**src/rtl/cpu_defs_pkg.sv**
```systemverilog
// Shared CPU-side constants: joypad button bit positions and debounce defaults.
// Imported by the joypad input-conditioning blocks.
package cpu_defs;

    localparam int JP_RIGHT  = 0;
    localparam int JP_LEFT   = 1;
    localparam int JP_UP     = 2;
    localparam int JP_DOWN   = 3;
    localparam int JP_A      = 4;
    localparam int JP_B      = 5;
    localparam int JP_SELECT = 6;
    localparam int JP_START  = 7;

    localparam int JP_NUM_BTNS         = 8;
    localparam int JP_DEBOUNCE_DEFAULT = 50000;

    // Counter width for a debounce window; never narrower than one bit.
    function automatic int jp_cnt_width(input int cycles);
        int w;
        w = $clog2(cycles);
        return (w < 1) ? 1 : w;
    endfunction

endpackage

```
**src/rtl/debounce_bit_m.sv**
```systemverilog
// One button line: two-flop synchronizer, stability counter and the debounced level.
// stable_nxt_o exposes the next-state level so the parent can edge-detect without extra latency.
module debounce_bit_m
    import cpu_defs::*;
#(
    parameter int DEBOUNCE_CYCLES = JP_DEBOUNCE_DEFAULT
) (
    input  logic clk,
    input  logic rst,
    input  logic raw_i,
    output logic stable_o,
    output logic stable_nxt_o
);

    localparam int              CW   = jp_cnt_width(DEBOUNCE_CYCLES);
    localparam logic [CW-1:0]   TERM = CW'(DEBOUNCE_CYCLES - 1);

    logic          s1_q, s2_q;
    logic          stable_q, stable_d;
    logic [CW-1:0] cnt_q, cnt_d;

    // Any cycle where the synchronized level matches the current output drops all credit.
    always_comb begin
        stable_d = stable_q;
        cnt_d    = '0;
        if (s2_q != stable_q) begin
            if (cnt_q == TERM) begin
                stable_d = s2_q;
            end else begin
                cnt_d = cnt_q + 1'b1;
            end
        end
    end

    always_ff @(posedge clk) begin
        if (rst) begin
            s1_q     <= 1'b1;
            s2_q     <= 1'b1;
            stable_q <= 1'b1;
            cnt_q    <= '0;
        end else begin
            s1_q     <= raw_i;
            s2_q     <= s1_q;
            stable_q <= stable_d;
            cnt_q    <= cnt_d;
        end
    end

    assign stable_o     = stable_q;
    assign stable_nxt_o = stable_d;

endmodule

```
**src/rtl/joypad_debounce_m.sv**
```systemverilog
// Joypad input conditioning: eight debounced active-low buttons plus a one-cycle
// interrupt request on any debounced press (1->0 on je).
module joypad_debounce_m
    import cpu_defs::*;
#(
    parameter int DEBOUNCE_CYCLES = JP_DEBOUNCE_DEFAULT
) (
    input  logic                   clk,
    input  logic                   rst,
    input  logic [JP_NUM_BTNS-1:0] btn_raw,
    output logic [JP_NUM_BTNS-1:0] je,
    output logic                   irq_joypad
);

    logic [JP_NUM_BTNS-1:0] je_q;
    logic [JP_NUM_BTNS-1:0] je_d;
    logic                   irq_q, irq_d;

    for (genvar gi = 0; gi < JP_NUM_BTNS; gi++) begin : g_bit
        debounce_bit_m #(
            .DEBOUNCE_CYCLES (DEBOUNCE_CYCLES)
        ) u_bit (
            .clk          (clk),
            .rst          (rst),
            .raw_i        (btn_raw[gi]),
            .stable_o     (je_q[gi]),
            .stable_nxt_o (je_d[gi])
        );
    end

    // Registered alongside je so the pulse coincides with the first cycle showing the press.
    assign irq_d = |(je_q & ~je_d);

    always_ff @(posedge clk) begin
        if (rst) begin
            irq_q <= 1'b0;
        end else begin
            irq_q <= irq_d;
        end
    end

    assign je         = je_q;
    assign irq_joypad = irq_q;

endmodule

```
**config.mk**
```make
export PLATFORM = sky130hd
export DESIGN_NAME = joypad_debounce_m
export DESIGN_NICKNAME = d
export VERILOG_FILES = /design/src/rtl/cpu_defs_pkg.sv /design/src/rtl/debounce_bit_m.sv /design/src/rtl/joypad_debounce_m.sv
export SDC_FILE = /design/constraint.sdc
export NUM_CORES = 1
export LEC_CHECK = 0
export BUFFER_PORTS_ARGS = -buffer_cell sky130_fd_sc_hd__buf_4
export CAP_MARGIN = 20
export CORE_MARGIN = 10
export CORE_UTILIZATION = 34
export DETAILED_ROUTE_END_ITERATION = 16
export GPL_TIMING_DRIVEN = 0
export PLACE_DENSITY = 0.53
export SLEW_MARGIN = 0
export SYNTH_ARGS = -nofsm -noshare
export SYNTH_HDL_FRONTEND = slang
export SYNTH_SLANG_ARGS = --single-unit
```
**constraint.sdc**
```tcl
create_clock -name clk -period 1.82 [get_ports clk]
set_clock_uncertainty 0.1 [all_clocks]
set_input_delay 0.182 -clock clk [delete_from_list [all_inputs] [get_ports clk]]
set_output_delay 0.182 -clock clk [all_outputs]
set_load 0.02 [all_outputs]
```
### Word level (Yosys, flattened, before mapping)

Index checks and enable logic that the tools add are counted.

* add/subtract/negate cells: 8
* equal/unequal tests: 16
* multiplexer cells: 16
* bitwise operators: 10
* reductions and logical operators: 9

Operators by type and width (number)
* 16-bit by 1-bit adder with 16-bit output (second input constant): 8
* 16-bit equality test (second input constant): 8
* 3-bit OR reduction: 8
* 1-bit 2-to-1 mux: 16
* 8-bit AND: 1
* 1-bit inequality test: 8
* 1-bit NOT: 8
* 8-bit NOT: 1
* 8-bit OR reduction: 1

* bits in registers: 153
* bits of input ports: 10
* output and inout port bits: 9
* logic and storage cells: 92

### Logic depth before layout (Yosys ltp)

Gate-level depths: netlist (run 1).

* word-level depth: 6
* gate-level depth with buffers: 8
* gate-level depth less buffers: 6

### Cells and area by module

A second synthesis (run 1) with hierarchy kept.

* cell total of the unflattened synthesis: 709
* area total of the unflattened synthesis: 6560.0 um^2

Modules (own cells, without submodules)
* debounce_bit_m: times used 8, cells an instance 87, area an instance 808.3 um^2, sequential area each 380.4 um^2
* joypad_debounce_m: times used 1, cells an instance 13, area an instance 93.8 um^2, sequential area each 20.0 um^2

### Least setup slack after synthesis (run 1)

OpenSTA, ideal clock, no wires.

* path kind: register to register
* start: register g_bit[4].u_bit.cnt_q[0]
* end: register g_bit[4].u_bit.cnt_q[10]
* setup time: 0.064 ns
* arrival time: 1.723 ns
* required time: 1.656 ns
* setup slack: -0.067 ns
* cell stages (with the launch flop): 9
* path buffers: 3
* period minus slack after synthesis: 1.887 ns
* path through: dfxtp_1 > ha_1 > and3_1 > clkbuf_1 > and4_1 > or3_1 > buf_2 > buf_2 > nor2_1

* longest elaborated chain between the ends: 2
* elaborated cells between the ends (all ways): 3
* classes of those cells: add/sub (1); eq/ne (1); reduce/logical (1)

Ends and longest elaborated chain
* from (decl): line debounce_bit_m.sv:20 `logic [CW-1:0] cnt_q, cnt_d;`
* from (signal assigned): line debounce_bit_m.sv:45 `cnt_q <= cnt_d;`
* parallel branches: the longest is 2 deep, another holds 16-bit by 1-bit adder with 16-bit output

Parallel ways; which one is timed is not known.
A chain may end at the register's enable or synchronous reset.

### Final worst setup path (run 1)

* start: register g_bit[3].u_bit.cnt_q[11]
* end: register g_bit[3].u_bit.cnt_q[6]

* longest elaborated chain between the ends: 2

Ends and longest elaborated chain
* from (decl): line debounce_bit_m.sv:20
* from (signal assigned): line debounce_bit_m.sv:45
* 16-bit equality test: line debounce_bit_m.sv:27 `if (cnt_q == TERM) begin`
* 3-bit OR reduction (no line)

Every way passes these cells.

==> results of run 1 <==
## cell usage in the layout, fill, tap and decap left out, types with 16 or more instances in the layout
cell and count:
buf_4 45, and3_1 22, xnor2_1 52, clkbuf_16 19, nor2_1 110, nand3_1 38, nand4_1 20, dfxtp_1 139
or2_2 16, xor2_1 59, nand2_1 36
## worst max path at each step
stage,slack (ns),to,from,depth (start not counted)
after floorplan,0.002,g_bit[5].u_bit.cnt_q[8],g_bit[5].u_bit.cnt_q[0],7
after global placement,-0.26,irq_joypad,g_bit[5].u_bit.cnt_q[0],6
after detailed placement,-0.25,irq_joypad,g_bit[5].u_bit.cnt_q[0],6
after CTS,-0.10,g_bit[3].u_bit.cnt_q[9],g_bit[3].u_bit.cnt_q[5],6
after global routing,-0.20,g_bit[3].u_bit.cnt_q[11],g_bit[3].u_bit.cnt_q[11],6
final,-0.14,g_bit[3].u_bit.cnt_q[6],g_bit[3].u_bit.cnt_q[11],6
## stage by stage
stage                     power (µW)  TNS (ns)  utilization (%)  setup slack, ns  cell area [µm²]
after floorplan                 3520         0                -          0.00196             6470
after global placement          3550    -11.48             36.9           -0.256             6900
after detailed placement        3560    -14.15             36.9           -0.252             6900
after CTS                       7130     -1.06             41.3           -0.102             7730
after global routing            7330     -5.33             43.8           -0.197             8190
final                           7050     -2.09             43.8           -0.136             8190
## cell type report
class / count / area [µm²]
clock inverter: 9 / 120
multi-input combinational: 512 / 3510
sequential: 153 / 3090
timing repair buffer: 51 / 465
tap: 234 / 293
inverter: 12 / 45.0
clock buffer: 23 / 478
fill: 1767 / 10500
buffer: 22 / 199
## worst reg2reg max path: stages, from the launching register on
cell	delay [ns]
dfxtp_4	0.36
or4b_4	0.54
nor4_4	0.36
or3_1	0.17
buf_6	0.13
clkbuf_16	0.16
nor2_2	0.04
## logic make-up after synthesis
logic type,Yosys count,synth area share (%)
compound gates,29,2.97
xor+xnor,111,15.1
fa+ha+maj,8,1.55
buf+inv,38,3.36
flops,153,47.5
simple gates,364,29.5
## metal layers
metal	routed length, µm	up-vias
met3	282	15
met1	5760	2288
li1	-	2496
met5	0	-
met2	6560	45
met4	209	0
## flip-flops by register name, summed over array words and instances (netlist names)
signal and cells:
irq_joypad 1, g_bit.u_bit.stable_o 8, g_bit.u_bit.s2_q 8, g_bit.u_bit.cnt_q 128, g_bit.u_bit.s1_q 8
## what timing repair did
action,in CTS,in global routing
endpoints found under the setup margin,100,100
buffers inserted,9,13
pin swaps,8,33
gates cloned,1,2
hold endpoints to repair,8,0
gates resized for setup,35,83
hold buffers,8,0
## report_power, final
| group | switching, µW | internal, µW | leakage [µW] |
|---|---|---|---|
| sequential | 13.2 | 3370 | 0.00124 |
| combinational | 66.1 | 78.3 | 0.00121 |
| clock | 1280 | 2250 | 0.000300 |
==> reports/results.ini, run 1 <==
[setup_path]
regToRegEndpoint = g_bit[3].u_bit.cnt_q[6]
cpPeakStageDelay_ns = 0.54
start_kind = register
rr_worst_depth = 6
critical_path.max_fanout = 5
critPathTopFamily = simple AND/OR/NAND/NOR gates
r2r-start = g_bit[3].u_bit.cnt_q[11]
rrSetupSlack_ns = -0.14
required_ns = 2.03
crit_arrival_ns = 2.16
cp_cell_sequence = or4b_4 -> nor4_4 -> or3_1 -> buf_6 -> clkbuf_16 -> nor2_2
critPathBufInv = 2
crit_type = reg -> reg
endpoint_kind = register
critPathSlowestCell = or4b_4

[sta]
worst_pin_slew_ns = 0.593
final-max-slew-violation-count = 0
fin_hold_ws_ns = 0.0661
worst_slack_ns = -0.136
final-hold-violation-count = 0
min_period_over_period_pct = 107
min_period_ns = 1.96
setup_viol = 25
rsz0062_at_grt = yes
fmax_mhz = 511
slew_headroom_pct = 60.5

[yosys]
syn_inst = 703
synth_top_cell_area_share_pct = 47.5
yosysSeqAreaShare_pct = 47.5
syn_avg_cell_area_um2 = 9.17
synth_most_common_cell = dfxtp_1
yosys.area.top_type = dfxtp_1
synth.ff_latch_count = 153
ys_warn_count = 0
ys.flop_type = dfxtp_1
synth_cell_types = 40
async_flop_share_pct = 0
synth_fp_nets = 721
synth_edf_count = 0
ys_top_cells_by_area = dfxtp_1 (48%), nor2_1 (8.1%), xor2_1 (8.0%)
ys_top_cells_by_count = dfxtp_1 (153), nor2_1 (139), xor2_1 (59)
syn-cell-area_um2 = 6450

[grt]
use_met1_pct = 12.1
grt_pass1_vias = 4817
grt_util_met3_pct = 2.52
grt_use_met2_pct = 18.4
grt_max_degree = 17
grt_pass1_wl_um = 21700
antenna_found_initial = 0
grtUsageTotal_pct = 10.7
grt-busiest-layer = met2
grt_overflow = 0

[routing]
avgRoutedWirePerCell_um = 12.6
ant_nets = 0
via_count = 4844
first_pass_iters = 4
wirelength_um = 12800
drc = 0
via_per_inst = 4.77
first_iter_violations = 180

[floorplanning]
floorplan.initialDensity_pct = 34.5
die_area_um2 = 24900
core_area_um2 = 18700
ioPinCount = 19
dieHeight_um = 158
core.rowCount = 50
dieWidth_um = 158

[cts]
numCtsBuffers = 17
cts.sinks = 153
cts_htree_levels = 4
cts_tree = built
clkLatencyLatePin_ns = 0.41
clkTransAtPathRegs_ns = 0.06
root_buffer = clkbuf_16
cts_buffer_depth = 2

[worst_hold_path]
hold_path_depth = 3
whs_endpoint = g_bit[5].u_bit.cnt_q[3]
hold_path.class = in -> reg
min-delay-start = rst

[run_status]
violations = negative setup slack
outcome = finished with violations

[finish]
finalNonFillerCells = 1016
layout-drive-gt1-share_pct = 24.6
fin_nets = 787
area_growth_pct = 27.1
antenna_cells = 0

[placement]
place_hpwl_um = 8650
io_buffer_count = 18
dp_cells = 955
place.gp.congestion = 0.832

[power]
vdd_ir_drop_max_mv = 0.676
power_density_nw_per_um2 = 861
p_leak_uw = 0.00275

[run]
cap_viol_max_count = 0

Note: power is estimated with default switching activity, not from simulation.
==> run 2: changes to the inputs <==
--- a/config.mk
+++ b/config.mk
@@ -5,6 +5,7 @@
 export SDC_FILE = /design/constraint.sdc
 export NUM_CORES = 1
 export LEC_CHECK = 0
+export ABC_AREA = 1
 export BUFFER_PORTS_ARGS = -buffer_cell sky130_fd_sc_hd__buf_4
 export CAP_MARGIN = 20
 export CORE_MARGIN = 10
==> reports/results.ini, run 2 <==
[placement]
place.gp.congestion = 0.841  ; +1.1%
dp_slack_ns = -0.0863  ; +0.166 ns
io_buffer_count = 18  ; unchanged
dp_cells = 1229  ; +29%
place_area_um2 = 7520  ; +9.1%
place_hpwl_um = 9830  ; +14%

[cts]
cts.sinks = 153  ; unchanged
root_buffer = clkbuf_16
cts_tree = built
cts_htree_levels = 4  ; unchanged
numCtsBuffers = 17  ; unchanged
clkLatencyLatePin_ns = 0.43  ; +0.02 ns
cts_buffer_depth = 2  ; unchanged
clkTransAtPathRegs_ns = 0.06  ; about the same

[setup_path]
cp_cell_sequence = ha_2 -> nand3_2 -> nor2_1 -> nand3_2 -> nand2_2 -> buf_4 -> a21oi_1
crit_type = reg -> reg
cpMostUsedCell = nand3_2
required_ns = 2.03  ; about the same
start_kind = register
critPathSlowestCell = dfxtp_1
critical_path.max_fanout = 10  ; +5
cpPeakStageDelay_ns = 0.36  ; -0.18 ns
endpoint_kind = register
critPathBufInv = 1  ; -1
crit_arrival_ns = 1.93  ; -0.23 ns
critPathTopFamily = simple AND/OR/NAND/NOR gates

[finish]
fin_nets = 1019  ; +29%
finalNonFillerCells = 1281  ; +26%
layout-drive-gt1-share_pct = 18.1  ; -6.5 points
most-common-layout-cells = dfxtp_1 (148), nand2_1 (144), nor2_1 (141)
final_common_cell = dfxtp_1
antenna_cells = 0  ; unchanged
largest_reg_flops = 128  ; unchanged
stdcell_area_um2 = 8410  ; +2.7%
num-fill-cells = 2111  ; +19%
regMostFlops = g_bit.u_bit.cnt_q
area_growth_pct = 19.3
fin_util_pct = 41.5  ; -2.4 points

[yosys]
syn_inst = 941  ; +34%
synth_cell_types = 43  ; +7.5%
synth_compound_area_share_pct = 7.93  ; +5.0 points
synthMuxAreaShare_pct = 0  ; unchanged
syn-cell-area_um2 = 7050  ; +9.4%
synth_top_family_by_area = simple AND/OR/NAND/NOR gates
synth.ff_latch_count = 153  ; unchanged
async_flop_share_pct = 0  ; unchanged
yosysSeqAreaShare_pct = 43.4  ; -4.1 points
ys_warn_count = 0  ; unchanged
synth_fa_ha_area_share_pct = 1.42  ; -0.13 points
syn_avg_cell_area_um2 = 7.49  ; -18%
synth_top_cell_area_share_pct = 43.4  ; -4.1 points
synth_most_common_cell = dfxtp_1
synth_edf_count = 0  ; unchanged
yosys.area_share.simple_pct = 36.0  ; +6.5 points
ys_top_cells_by_count = dfxtp_1 (153), nand2_1 (150), nor2_1 (149)
synth_xor_area_share_pct = 2.98  ; -12 points
yosys.area.top_type = dfxtp_1
ys_top_cells_by_area = dfxtp_1 (43%), nand2_1 (8.0%), nor2_1 (7.9%)
ys.flop_type = dfxtp_1
synth_fp_nets = 959  ; +33%

[sta]
final-hold-violation-count = 0  ; unchanged
final-max-slew-violation-count = 0  ; unchanged
min_period_ns = 1.72  ; -0.238 ns
slew_headroom_pct = 66.8  ; +6.3 points
rsz0062_at_grt = yes
min_period_over_period_pct = 94.4  ; -13 points
worst_pin_slew_ns = 0.498  ; -0.0950 ns
setup_viol = 0  ; -100%
fmax_mhz = 582  ; +14%
worst_slack_ns = 0.103  ; +0.238 ns

[routing]
first_iter_violations = 273  ; +52%
ant_nets = 0  ; unchanged
met3_wirelength_um = 503  ; +78%
wl_met2_um = 6250  ; -4.8%
drc = 0  ; unchanged
wl_met1_um = 6870  ; +19%
via_count = 5797  ; +20%
via_per_inst = 4.53  ; -5.1%
first_pass_iters = 4  ; unchanged
top_layer = met4
wirelength_um = 13800  ; +7.8%
avgRoutedWirePerCell_um = 10.8  ; -14%

[floorplanning]
die_area_um2 = 26900  ; +8.1%
core.rowCount = 52  ; +4.0%
ioPinCount = 19  ; unchanged
core_area_um2 = 20300  ; +8.5%
dieWidth_um = 164  ; +4.0%
floorplan.initialDensity_pct = 34.7  ; +0.26 points
dieHeight_um = 164  ; +4.0%

[run_status]
outcome = completed

[power]
power_density_nw_per_um2 = 810  ; -5.9%
vdd_ir_drop_max_mv = 0.615  ; -9.1%
p_leak_uw = 0.00306  ; +11%

[run]
cap_viol_max_count = 0  ; unchanged

[grt]
antenna_found_initial = 0  ; unchanged
grtUsageTotal_pct = 10.6  ; -0.087 points
grt_overflow = 0  ; unchanged
grt_max_degree = 17  ; unchanged
grt_pass1_vias = 5250  ; +9.0%
grt_pass1_wl_um = 23300  ; +7.2%

[worst_hold_path]
hold_path.class = in -> reg

## run 2: metal layers
metal / GRT usage (%) / up-vias
met2: 16.4 / 62
li1: - / 3160
met3: 3.15 / 14
met4: 4.55 / 0
met1: 13.3 / 2561
met5: 0 / -
## run 2: power breakdown
group / switching (µW) / leakage, µW / internal, µW
clock network: 1330 / 0.000268 / 1980
registers: 11.1 / 0.00124 / 3370
logic: 63.9 / 0.00155 / 60.5
## run 2: through the flow
step | hold slack [ns] | TNS, ns | total power (µW)
global placement | 0.270 | -1.69 | 3550
detailed placement | 0.269 | -1.79 | 3560
CTS | 0.0961 | 0 | 6930
global route | 0.153 | -0.00702 | 7100
finish | 0.112 | 0 | 6820
floorplan | 0.186 | 0 | 3520
## run 2: logic make-up after synthesis
family          after synthesis
compound gates               99
xor+xnor                     24
fa+ha+maj                     8
buf+inv                     141
flops                       153
simple gates                516
## run 2: worst paths after layout
path | startpoint | endpoint | slack (ns) | cells past startpoint
setup reg to reg | g_bit[1].u_bit.cnt_q[1] | g_bit[1].u_bit.cnt_q[7] | 0.10 | 7
hold reg to reg | g_bit[5].u_bit.s1_q | g_bit[5].u_bit.s2_q | 0.31 | 1
hold / removal | rst | g_bit[2].u_bit.cnt_q[14] | 0.11 | 6
setup / recovery | g_bit[1].u_bit.cnt_q[1] | g_bit[1].u_bit.cnt_q[7] | 0.10 | 7
## run 2: area by class of cell
cell class	instances	area (µm²)	share of cell area (%)
plain buffers	20	143	1.70
clock inverters	10	106	1.26
flip-flops and latches	153	3070	36.5
repair buffers	41	328	3.90
clock buffers	19	433	5.14
inverters	121	455	5.41
multi-input cells	647	3540	42.1
well taps	270	338	4.01
## run 2: worst reg2reg max path: stages (launching register included)
cell and delay, ns:
dfxtp_1 0.36, ha_2 0.21, nand3_2 0.16, nor2_1 0.19, nand3_2 0.16, nand2_2 0.18
buf_4 0.20, a21oi_1 0.06
## run 2: repair_timing
item,CTS,global route
pin swaps,0,12
hold buffers,8,0
resized for setup,9,35
endpoints found under the setup margin,50,86
buffers inserted,0,15
hold endpoints to repair,8,0
